`config.mk`:
```
export PLATFORM = sky130hd
export DESIGN_NAME = shooter_sprite_ctrl
export DESIGN_NICKNAME = d
export VERILOG_FILES = /design/src/rtl/shooter_sprite_ctrl.sv
export SDC_FILE = /design/constraint.sdc
export NUM_CORES = 1
export LEC_CHECK = 0
export ABC_AREA = 1
export CORE_MARGIN = 1
export CORE_UTILIZATION = 35
export DETAILED_ROUTE_END_ITERATION = 10
export HOLD_SLACK_MARGIN = 0.06
export PLACE_DENSITY = 0.69
export SETUP_SLACK_MARGIN = 0.4
export SYNTH_ARGS = -nofsm -noshare
export SYNTH_HDL_FRONTEND = slang
export SYNTH_SLANG_ARGS = --single-unit
```
`constraint.sdc`:
```
create_clock -name clk -period 5 [get_ports clk]
set_clock_uncertainty 0.1 [all_clocks]
set_input_delay 1 -clock clk [delete_from_list [all_inputs] [get_ports clk]]
set_output_delay 1 -clock clk [all_outputs]
set_load 0.02 [all_outputs]
```
`src/rtl/shooter_sprite_ctrl.sv`:
```
// Shooter sprite sequencer: fetches one ROM row per hblank into a line buffer,
// serialises it at shooter_x during active video, and moves the shooter per frame.
module shooter_sprite_ctrl #(
    parameter int H_ACTIVE = 640,
    parameter int V_TOTAL  = 525,
    parameter int Y_POS    = 440,
    parameter int X_INIT   = 312,
    parameter int X_MIN    = 0,
    parameter int X_MAX    = 624,
    parameter int STEP     = 2
) (
    input  logic        clk,
    input  logic        rst,
    input  logic [9:0]  hpos,
    input  logic [9:0]  vpos,
    input  logic        line_start,
    input  logic        frame_tick,
    input  logic        btn_left,
    input  logic        btn_right,
    output logic [3:0]  rom_row_index,
    input  logic [15:0] rom_row_data,
    output logic [9:0]  shooter_x,
    output logic        line_valid,
    output logic        pixel_on
);

    localparam logic [1:0] S_IDLE  = 2'd0;
    localparam logic [1:0] S_FETCH = 2'd1;
    localparam logic [1:0] S_LOAD  = 2'd2;

    localparam logic [9:0]  Y_LO    = 10'(Y_POS);
    localparam logic [9:0]  Y_HI    = 10'(Y_POS + 15);
    localparam logic [9:0]  V_LAST  = 10'(V_TOTAL - 1);
    localparam logic [9:0]  H_ACT   = 10'(H_ACTIVE);
    localparam logic [9:0]  X_RST   = 10'(X_INIT);
    localparam logic [9:0]  X_LO    = 10'(X_MIN);
    localparam logic [9:0]  X_HI    = 10'(X_MAX);
    localparam logic [10:0] STEP_11 = 11'(STEP);
    localparam logic [10:0] LEFT_TH = 11'(X_MIN + STEP);
    localparam logic [10:0] X_HI_11 = 11'(X_MAX);

    logic [1:0]  state;
    logic [15:0] line_buf;
    logic [9:0]  nv;
    logic        in_rows;
    logic [9:0]  off;
    logic        hit;
    logic [10:0] x_11;

    always_comb begin
        nv      = (vpos == V_LAST) ? 10'd0 : vpos + 10'd1;
        in_rows = (nv >= Y_LO) && (nv <= Y_HI);
    end

    // Row fetch for the upcoming scanline; pulses arriving mid-fetch are dropped.
    always_ff @(posedge clk or posedge rst) begin
        if (rst) begin
            state         <= S_IDLE;
            rom_row_index <= 4'd0;
            line_buf      <= 16'd0;
            line_valid    <= 1'b0;
        end else begin
            case (state)
                S_IDLE: begin
                    if (line_start) begin
                        if (in_rows) begin
                            rom_row_index <= nv[3:0] - Y_LO[3:0];
                            state         <= S_FETCH;
                        end else begin
                            line_valid <= 1'b0;
                        end
                    end
                end
                S_FETCH: state <= S_LOAD;
                S_LOAD: begin
                    line_buf   <= rom_row_data;
                    line_valid <= 1'b1;
                    state      <= S_IDLE;
                end
                default: state <= S_IDLE;
            endcase
        end
    end

    always_comb begin
        off = hpos - shooter_x;
        hit = line_valid && (hpos < H_ACT) && (hpos >= shooter_x)
              && (off[9:4] == 6'd0) && line_buf[4'd15 - off[3:0]];
    end

    always_ff @(posedge clk or posedge rst) begin
        if (rst) pixel_on <= 1'b0;
        else     pixel_on <= hit;
    end

    assign x_11 = {1'b0, shooter_x};

    // Widened to 11 bits so the step never wraps before the clamp.
    always_ff @(posedge clk or posedge rst) begin
        if (rst) begin
            shooter_x <= X_RST;
        end else if (frame_tick) begin
            if (btn_left && !btn_right) begin
                shooter_x <= (x_11 < LEFT_TH) ? X_LO : 10'(x_11 - STEP_11);
            end else if (btn_right && !btn_left) begin
                shooter_x <= (x_11 + STEP_11 > X_HI_11) ? X_HI
                                                        : 10'(x_11 + STEP_11);
            end
        end
    end

endmodule

```
==> Word level (Yosys, flattened, before mapping) <==
Index checks and enable logic that the tools add are counted.
{ "totals": {"reg_bits": 34, "latchBits": 0, "mem_bits_rw": 0, "romBits": 0, "input_bits": 42, "out_inout_bits": 16, "elab_cells": 55, "n_memories": 0} }
{ "classes": {"add_sub_neg": 6, "n_mul": 0, "n_div": 0, "order_cmp": 7, "eq_ne": 6, "shifts": 0, "muxes": 13, "bitwise_logic": 0, "n_reduce_logical": 17} }
{ "op_table": {"columns": ["operator", "n"], "rows": [
  ["$mux W10", 5],
  ["$add A10 B2 Y11 const B", 1],
  ["$gt A11 B10 Y1 const B", 1],
  ["$add A10 B1 Y10 const B", 1],
  ["$eq A10 B10 Y1 const B", 1],
  ["$ge A10 B10 Y1", 1],
  ["$ge A10 B9 Y1 const B", 1],
  ["$le A10 B9 Y1 const B", 1],
  ["$lt A10 B10 Y1 const B", 1],
  ["$lt A10 B2 Y1 const B", 1],
  ["$sub A10 B10 Y10", 1],
  ["$sub A10 B2 Y10 const B", 1],
  ["$logic_and A1 B1 Y1", 7],
  ["$logic_not A6 Y1", 1],
  ["$ne A2 B2 Y1 const B", 3],
  ["$reduce_and A3 Y1", 2],
  ["$lt A4 B5 Y1 const B", 1],
  ["$bmux W1 S4", 1],
  ["$mux W2", 2],
  ["$pmux W2 S2", 1],
  ["$reduce_and A2 Y1", 2],
  ["$reduce_bool A2 Y1", 2],
  ["$sub A4 B4 Y4 const A", 1],
  ["$sub A4 B4 Y4 const B", 1],
  ["6 further kinds", 9]
]} }

==> Longest topological paths before layout <==
Gate-level depths: netlist (run 1).
{ "depth": {"ltp_word": 7, "mapped_depth": 14, "mapped_depth_nobuf": 13} }

==> Least setup slack after synthesis (run 1) <==
No wires, ideal clock.
{ "synth_path": {"path_kind": "input to register", "from": "in hpos[1]", "to": "reg pixel_on", "setup_ps": 114, "t_arrival_ps": 2145, "t_required_ps": 4786, "path_slack_ps": 2640, "stages": 8, "path_buffers": 0, "cell_sequence": "fa_1 > inv_1 > a21oi_1 > o21ai_0 > a31oi_1 > nand2_1 > nand2_1 > nor2_1"} }
{ "synth_via": {"elab_chain_cells": 5, "word_cells_on_any_way": 11, "cone_classes": "add/sub (2); order compare (2); mux (2); reduce/logical (5)"} }
{ "synth_lines": {"columns": ["element", "line_no", "source"], "rows": [
  ["start, declared", "14", "input logic [9:0] hpos,"],
  ["$sub A10 B10 Y10 / $lt A10 B10 Y1 (equally long branches)", "86, 87", null],
  ["$sub A4 B4 Y4 / $logic_and A1 B1 Y1 (equally long branches)", "88, 87", null],
  ["$bmux W1 S4 / $logic_and A1 B1 Y1 (equally long branches)", "88, 87", null],
  ["$mux W1 (implied by the code) / $logic_and A1 B1 Y1 (equally long branches)", "88", "&& (off[9:4] == 6'd0) && line_buf[4'd15 - off[3:0]];"],
  ["$logic_and A1 B1 Y1 *", "88", null],
  ["net hit", "47", "logic hit;"],
  ["end signal, assigned", "93", "else pixel_on <= hit;"],
  ["end, declared", "24", "output logic pixel_on"]
]} }
Mark *: on every way through the listed nets, which the timed path passes. The rest lies on a longest branch. The select of a mux whose other input is x is not followed.
A chain may end at the register's enable or synchronous reset.

==> Final worst setup path (run 1) <==
{ "layout_path": {"from": "reg shooter_x[3]", "to": "out shooter_x[3]"} }
{ "layout_rtl": {"columns": ["element", "line_no", "source"], "rows": [
  ["start, declared", "22", "output logic [9:0] shooter_x,"],
  ["start signal, assigned", "104", "shooter_x <= (x_11 < LEFT_TH) ? X_LO : 10'(x_11 - STEP_11);"],
  ["start signal, assigned", "106", "shooter_x <= (x_11 + STEP_11 > X_HI_11) ? X_HI"]
]} }
No word-level cell between the ends.

==> results of run 1 <==
## state kept, by name, summed over array words and instances (netlist names)
| name | flops |
|---|---|
| shooter_x | 9 |
| line_valid | 1 |
| pixel_on | 1 |
| rom_row_index | 4 |
| state | 2 |
| line_buf | 16 |
## routing by layer
layer | up-vias | GRT usage, %
li1 | 1452 | -
met2 | 87 | 28.7
met3 | 6 | 2.51
met5 | - | 0
met1 | 1286 | 24.3
met4 | 0 | 5.16
## through the flow
| stage | total power [mW] | cells | utilization [%] |
|---|---|---|---|
| floorplan | 1.10 | 423 | - |
| global placement | 1.34 | 576 | 44.8 |
| detailed placement | 1.36 | 576 | 44.8 |
| CTS | 1.57 | 584 | 45.9 |
| global route | 1.73 | 584 | 45.9 |
| finish | 1.57 | 584 | 45.9 |
## final cells by class
type,instances,area (um2)
clock buffer,6,72.6
clock inverter,2,10.0
fill,806,4160
inverter,66,248
multi-input combinational,317,1660
sequential,33,831
tap,102,128
timing repair buffer,58,576
## power by group
part	internal (mW)	switching [mW]
Clock	0.0967	0.106
Combinational	0.375	0.561
Sequential	0.345	0.0881
Total	0.817	0.755
## kinds of logic after synthesis
group	share of synthesized area (%)
buffers and inverters	10.3
flip-flops	29.9
XOR/XNOR	2.52
AND/OR/NAND/NOR	35.6
multiplexers	4.86
AO/OA/AOI/OAI	9.54
adder cells (fa/ha/maj)	7.02
other	0.270
## path summary, 6_finish.rpt
path,slack (ns),startpoint,depth (start not counted),to
worst min-delay path,0.37,state[1],1,state[1]
worst max register to register,2.83,shooter_x[5],11,pixel_on
min in group asynchronous,1.00,rst,3,line_buf[9]
max in group asynchronous,3.46,rst,3,shooter_x[8]
worst min register to register,0.37,state[1],1,state[1]
worst max-delay path,2.30,shooter_x[3],1,shooter_x[3]
## cells in the final DEF (no fill, tap or decap), types with 2 or more instances in the layout
master	instances
a21oi_1	19
a21oi_2	5
a31oi_1	2
buf_4	2
clkbuf_8	5
clkdlybuf4s50_1	56
clkinv_2	2
conb_1	2
dfrtp_1	29
dfstp_2	4
ha_1	14
inv_1	62
inv_2	3
mux2_2	12
nand2_1	134
nand2_2	3
nand3_1	30
nand3b_1	2
nand4_1	8
nor2_1	47
nor2_2	4
o21ai_0	11
o21ai_1	7
xnor2_1	3
xor2_1	5
==> summary.txt, run 1 <==
Outcome
  • Outcome: finished clean

Place
  • I/O Buffers: 56
  • Final HPWL DP: ~5.5 mm
  • GPL Wtd Cong: between 0.8 and 0.9
  • Setup WS pre-CTS: around 2.0 ns
  • Placement Cell Area: around 3400 um2

Timing
  • Slew Viols, Final: 0
  • Tmin final: 2.70 ns
  • Setup violators final: 0
  • Final Hold Vio Count: 0
  • Highest clock rate: 0.370 GHz
  • Fin worst setup slack: 2.30 ns
  • Worst-margin pin slew: 0.734 ns
  • Final setup TNS: 0 ns
  • RSZ-0062 raised after global routing: false
  • Final worst path period share: a little over half
  • Minimum hold slack: between 0.3 and 0.4 ns
  • Relative slew margins: 50.9%

Route
  • Routed WL: slightly below 7 mm
  • Antenna-violating nets left: 0
  • Met1 WL: 3.33 mm
  • Met2 routed WL: approximately 3.1 mm
  • Vias/cell: around 4.8
  • Routed wl met3: around 320 um
  • Drt wl/cell: between 10 and 15 um
  • Top routing layer used: met4
  • Routed via count: ~2,800
  • Post-route DRC: 0
  • Initial DRC count: 183
  • First drt pass iteration count: 8

Power
  • VDD IR max: 160 uV
  • Pwr/cell area: 445 nW/um2
  • LEAKAGE: 1.80 nW

Setup path
  • Critical path class: reg -> out
  • Worst path bufs/invs: 1
  • Crit-path cells: clkdlybuf4s50_1
  • CP Launch Type: flip-flop
  • Critical path's top delay family: flip-flops
  • CP Max Fanout: 11
  • CP Capture Type: output port
  • CP max-delay cell: dfstp_2
  • Worst EP arrival: 1.60 ns
  • Slowest stage delay, CP: 0.66 ns
  • Crit path required time: 3.90 ns

Clocking
  • Htree depth: 2
  • Clock buffer depth: 2
  • TritonCTS clock tree: yes
  • Hold Buf Count CTS: 0
  • CTS resizes: 0
  • Clock sink count: 33
  • Post-CTS setup buffers: 0
  • Clock root buffer: clkbuf_8
  • Reg clk slew, reported paths: about 0.08 ns
  • Worst-skew pair later-pin latency: approximately 0.29 ns
  • CTS buffer count: 5

Cells and area
  • Syn-to-layout area delta: 26.9%
  • Antenna Cells: 0
  • Design Area, Final: 3530 um2
  • Layout cells sized above 1: around 9.1%
  • Final net count: roughly 540

Run
  • Max Cap Viol: 0

Global routing
  • Vias in the first global route: between 2,000 and 3,000
  • Antenna violations before repair: 0
  • First-pass GRT wire length: approximately 12 mm
  • GRT Total Usage: approximately 18%
  • Largest net degree at the start of global routing: 34
  • Gr ovfl total: 0

Die
  • Die Span Y: 91.1 um
  • Initial Utilization: between 30% and 40%
  • Die area: between 8000 and 9000 um2
  • # rows: 32
  • I/O Pins: 58
  • Die width: around 91 um
  • CORE AREA: slightly below 8000 um2

Yosys
  • Async set-reset flop share out of synthesis: between 90% and 100%
  • Count of cell types in the netlist: 34
  • Share of the synthesized area in the top cell type: a little over a quarter
  • Cell Area, Synth: approximately 2800 um2
  • Synthesized Nets: 480
  • Synth area leaders: dfrtp_1 (26%), nand2_1 (18%), inv_1 (8.4%)
  • Mapped Cells: 423
  • Average cell area after synthesis: approximately 6.6 um2
  • Count leader, synth: nand2_1
  • Yosys reg bits: 33
  • Top_reg_cell synth: dfrtp_1
  • Register area share after synthesis: between 20% and 30%
  • Post-synth top cells: nand2_1 (134), inv_1 (62), nor2_1 (47), nand3_1 (30), dfrtp_1 (29)
  • Area leader, netlist: dfrtp_1
  • EDFF count, synth: 0
  • Yosys warns: 0

Worst hold path
  • Hold/Removal Path Class: reg -> reg
(Power assumes the default switching activity.)
==> run 2: changes to the inputs <==
--- a/config.mk
+++ b/config.mk
@@ -10,7 +10,7 @@
 export CORE_UTILIZATION = 35
 export DETAILED_ROUTE_END_ITERATION = 10
 export HOLD_SLACK_MARGIN = 0.06
-export PLACE_DENSITY = 0.69
+export PLACE_DENSITY = 0.72
 export SETUP_SLACK_MARGIN = 0.4
 export SYNTH_ARGS = -nofsm -noshare
 export SYNTH_HDL_FRONTEND = slang
==> constraint.sdc (replaced) <==
create_clock -name clk -period 2.2 [get_ports clk]
set_clock_uncertainty 0.1 [all_clocks]
set_input_delay 0.44 -clock clk [delete_from_list [all_inputs] [get_ports clk]]
set_output_delay 0.44 -clock clk [all_outputs]
set_load 0.02 [all_outputs]
==> summary.txt, run 2 (synthesized netlist as in run 1, its figures left out) <==
Timing
  • Worst-margin pin slew: between 0.6 and 0.7 ns
  • RSZ-0062 raised after global routing: true
  • Setup violators final: 0
  • Relative slew margins: between 50% and 60%
  • Slew Viols, Final: 0
  • Highest clock rate: roughly 0.5 GHz
  • Final setup TNS: 0 ns
  • Final Hold Vio Count: 0
  • Tmin final: 1.98 ns
  • Final worst path period share: between 80% and 90%
  • Fin worst setup slack: 0.221 ns

Power
  • Pwr/cell area: roughly 1100 nW/um2
  • VDD IR max: just over 400 uV
  • LEAKAGE: between 2 and 2.5 nW

Place
  • Setup WS pre-CTS: -0.127 ns
  • GPL Wtd Cong: slightly above 0.9
  • Placed insts: 590
  • I/O Buffers: 56
  • Placement Cell Area: between 3000 and 4000 um2
  • Final HPWL DP: roughly 5.5 mm

Setup path
  • CP Launch Type: flip-flop
  • Crit path required time: ~2.3 ns
  • Critical path class: reg -> reg
  • Worst EP arrival: ~2.1 ns
  • CP Capture Type: flip-flop
  • CP Max Fanout: 5

Global routing
  • Vias in the first global route: roughly 2,700
  • First-pass GRT wire length: 11.9 mm
  • Largest net degree at the start of global routing: 34
  • Gr ovfl total: 0
  • GRT Total Usage: 17.4%
  • Antenna violations before repair: 0

Clocking
  • Clock sink count: 33
  • Reg clk slew, reported paths: about 0.08 ns
  • Clock root buffer: clkbuf_8
  • Htree depth: 2
  • CTS buffer count: 5
  • Worst-skew pair later-pin latency: a little under 0.3 ns
  • Clock buffer depth: 2
  • TritonCTS clock tree: yes

Route
  • Drt wl/cell: between 10 and 15 um
  • Vias/cell: around 4.7
  • Initial DRC count: approximately 240
  • First drt pass iteration count: 4
  • Antenna-violating nets left: 0
  • Routed WL: 7.32 mm
  • Post-route DRC: 0
  • Routed via count: ~2,900

Cells and area
  • Syn-to-layout area delta: 42.4%
  • Top flop regs: line_buf x16, shooter_x x9, rom_row_index x4
  • Antenna Cells: 0
  • Core Util, Final: between 50 and 60%
  • Layout Cells excl Fill: approximately 610
  • Design Area, Final: about 4000 um2
  • Max reg flops: 16
  • Commonest non-fill, non-tap cell in the layout: nand2_1
  • Largest register by flop count: line_buf
  • Most frequent cells in the layout: nand2_1 (114), inv_1 (53), nor2_1 (39)
  • Final net count: between 500 and 600
  • Layout cells sized above 1: approximately 26%

Die
  • Initial Utilization: 36.2%
  • Die width: between 90 and 100 um
  • Die Span Y: about 91 um
  • CORE AREA: about 7700 um2
  • # rows: 32
  • Die area: 8310 um2
  • I/O Pins: 58

Run
  • Max Cap Viol: 0

Worst hold path
  • Hold/Removal Path Class: reg -> reg

Outcome
  • Outcome: finished clean
-- run 2: what timing repair did --
action / in CTS / in global routing
setup endpoints to repair: 23 / 21
gates resized for setup: 26 / 59
hold buffers: 0 / 0
pin swaps: 7 / 12
buffers inserted: 6 / 7
-- run 2: area by class of cell --
class                           count  area (um2)
Sequential cell                    33         833
Clock buffer                        6        72.6
Fill cell                         722        3730
Inverter                           66         256
Clock inverter                      2        10.0
Multi-Input combinational cell    317        1890
Timing Repair Buffer               85         773
Tap cell                          102         128
-- run 2: stage by stage --
step	hold slack [ns]	total power [mW]
floorplan	0.345	2.56
global route	0.407	4.53
finish	0.372	4.17
detailed placement	0.370	3.26
global placement	0.361	3.23
CTS	0.379	3.79
-- run 2: final timing paths --
kind	slack [ns]	to	cells past startpoint	startpoint
worst max-delay path	0.22	pixel_on	12	shooter_x[4]
worst min-delay path	0.37	state[1]	1	state[1]
worst max register to register	0.22	pixel_on	12	shooter_x[4]
worst min register to register	0.37	state[1]	1	state[1]
max in group asynchronous	1.21	shooter_x[3]	3	rst
min in group asynchronous	0.45	shooter_x[1]	3	rst
-- run 2: layer usage --
layer | wire length, um | global-route usage [%]
met1 | 3300 | 23.5
met2 | 3490 | 29.1
met4 | 68 | 3.84
met3 | 457 | 3.10
met5 | 0 | 0
-- run 2: power breakdown --
group          total [mW]  leakage, nW  internal (mW)  switching, mW
clock network       0.447       0.0450          0.219          0.227
registers           0.921        0.389          0.788          0.133
logic                2.80         1.62           1.17           1.63
total                4.17         2.06           2.18           1.99
-- run 2: critical path, stage by stage, from the launching register on --
cell,delay [ns]
dfstp_2,0.54
inv_2,0.07
ha_4,0.31
nand2_1,0.06
nand2_1,0.11
inv_1,0.09
nand2_2,0.09
nor2_1,0.05
nand2_1,0.08
nand3_1,0.09
nor2_1,0.12
nand3_1,0.09
nor2_1,0.10
==> run 3: changes to the inputs <==
--- a/config.mk
+++ b/config.mk
@@ -8,9 +8,10 @@
 export ABC_AREA = 1
 export CORE_MARGIN = 1
 export CORE_UTILIZATION = 35
+export CTS_BUF_LIST = sky130_fd_sc_hd__clkbuf_16
 export DETAILED_ROUTE_END_ITERATION = 10
 export HOLD_SLACK_MARGIN = 0.06
-export PLACE_DENSITY = 0.72
+export PLACE_DENSITY = 0.69
 export SETUP_SLACK_MARGIN = 0.4
 export SYNTH_ARGS = -nofsm -noshare
 export SYNTH_HDL_FRONTEND = slang
==> constraint.sdc (replaced) <==
create_clock -name clk -period 2.1 [get_ports clk]
set_clock_uncertainty 0.1 [all_clocks]
set_input_delay 0.42 -clock clk [delete_from_list [all_inputs] [get_ports clk]]
set_output_delay 0.42 -clock clk [all_outputs]
set_load 0.02 [all_outputs]
==> summary.txt, run 3 (synthesized netlist as in run 1, its figures left out) <==
Outcome
  • Outcome: finished with violations
  • Failing checks: DRC

Setup path
  • Crit path required time: 2.21 ns
  • CP Capture Type: flip-flop
  • CP Max Fanout: 5
  • Critical path class: reg -> reg
  • R2R cell count: 13
  • Worst EP arrival: roughly 2 ns
  • CP max-delay cell: dfstp_2
  • Crit-path cells: inv_4 > ha_4 > nand2_1 > nand2_2 > inv_2 > nand2_2 > nand2_2 > nand3_1 > nand2_1 > nand2_1 > nor2_1 > nand3_1 > nor2_1
  • Slowest stage delay, CP: around 0.56 ns
  • CP Launch Type: flip-flop

Route
  • Vias/cell: between 4 and 5
  • Routed WL: roughly 7.5 mm
  • Routed via count: just under 3,000
  • Post-route DRC: 2
  • First drt pass iteration count: 8
  • Antenna-violating nets left: 0
  • Initial DRC count: roughly 220
  • Drt wl/cell: between 10 and 15 um

Worst hold path
  • Hold/Removal Path Class: reg -> reg
  • Hold path depth: 1

Timing
  • Final setup TNS: 0 ns
  • Fin worst setup slack: 0.226 ns
  • Relative slew margins: 56.3%
  • Worst-margin pin slew: between 0.6 and 0.7 ns
  • RSZ-0062 raised after global routing: true
  • Slew Viols, Final: 0
  • Tmin final: 1.87 ns
  • Final worst path period share: just under 90%
  • Setup violators final: 0
  • Final Hold Vio Count: 0
  • Highest clock rate: approximately 0.53 GHz

Clocking
  • Reg clk slew, reported paths: around 0.060 ns
  • Clock sink count: 33
  • Worst-skew pair later-pin latency: between 0.2 and 0.3 ns
  • Clock root buffer: clkbuf_16
  • CTS buffer count: 5
  • Htree depth: 2
  • TritonCTS clock tree: yes
  • Hold Buf Count CTS: 0
  • Clock buffer depth: 2

Die
  • # rows: 32
  • Die width: 91.1 um
  • Die Span Y: a little over 90 um
  • Die area: between 8000 and 9000 um2
  • Initial Utilization: between 30% and 40%
  • I/O Pins: between 50 and 60
  • CORE AREA: about 7700 um2

Place
  • Setup WS pre-CTS: -0.257 ns
  • GPL Wtd Cong: between 0.9 and 1
  • Final HPWL DP: 5.70 mm
  • I/O Buffers: 56

Cells and area
  • Most frequent cells in the layout: nand2_1 (114), inv_1 (54), nor2_1 (42)
  • Syn-to-layout area delta: 49.3%
  • Final net count: 575
  • Layout cells sized above 1: about 28%
  • Max reg flops: 16
  • Reg area: roughly 830 um2
  • Core Util, Final: between 50% and 60%
  • Commonest non-fill, non-tap cell in the layout: nand2_1
  • Fill count: between 700 and 800
  • Largest register by flop count: line_buf
  • Area occupied by multi-input gates: between 1500 and 2000 um2
  • Antenna Cells: 0
  • Top flop regs: line_buf x16, shooter_x x9, rom_row_index x4

Global routing
  • Largest net degree at the start of global routing: 34
  • First-pass GRT wire length: around 13 mm
  • Gr ovfl total: 0
  • Antenna violations before repair: 0
  • Vias in the first global route: around 2,900
  • GRT Total Usage: 19.1%

Power
  • Total Power: ~4.8 mW
  • Pwr/cell area: between 1000 and 1500 nW/um2
  • LEAKAGE: between 2 and 2.5 nW
  • VDD IR max: around 540 uV

Run
  • Max Cap Viol: 0
run 3: timing repair:
| action | in CTS | in global routing |
|---|---|---|
| pin swaps | 30 | 17 |
| cloned | 0 | 0 |
| setup endpoints to repair | 31 | 18 |
| gates resized for setup | 88 | 30 |
| buffers inserted | 10 | 4 |
run 3: critical path: cells and delay by family (launching register included):
family / cells / cell delay [ns]
and+or+nand+nor: 10 / 0.74
DFF: 1 / 0.56
adders and majority gates: 1 / 0.27
buffers and inverters: 2 / 0.13
run 3: worst paths after layout:
kind	start	to	slack (ns)
worst min-delay path	state[1]	state[1]	0.37
worst max-delay path	shooter_x[4]	pixel_on	0.23
worst min register to register	state[1]	state[1]	0.37
max in group asynchronous	rst	shooter_x[3]	1.28
min in group asynchronous	rst	shooter_x[9]	0.38
worst max register to register	shooter_x[4]	pixel_on	0.23
run 3: stage by stage:
step / hold slack [ns] / instance area [um2] / cells
6_report: 0.373 / 4150 / 621
4_1_cts: 0.376 / 4040 / 617
3_3_place_gp: 0.360 / 3680 / 599
2_1_floorplan: 0.345 / 2830 / 423
3_5_place_dp: 0.368 / 3680 / 599
5_1_grt: 0.397 / 4150 / 621
run 3: final cells by class:
cell class	instances	share of cell area, %
clock buffers	5	3.01
flip-flops and latches	33	20.1
inverters	66	6.30
well taps	102	3.07
clock inverters	3	0.331
multi-input cells	317	46.6
repair buffers	95	20.5
run 3: where the power goes:
part / internal [mW] / switching, mW
Sequential: 0.829 / 0.151
Clock: 0.430 / 0.273
Combinational: 1.37 / 1.75
Total: 2.63 / 2.17
run 3: layer usage:
metal | share of wire (%) | vias up | GRT usage, %
met5 | 0 | - | 0
met4 | 1.5 | 0 | 6.75
met3 | 5.3 | 10 | 3.52
met2 | 47 | 92 | 31.3
met1 | 46 | 1345 | 25.3
li1 | - | 1522 | -
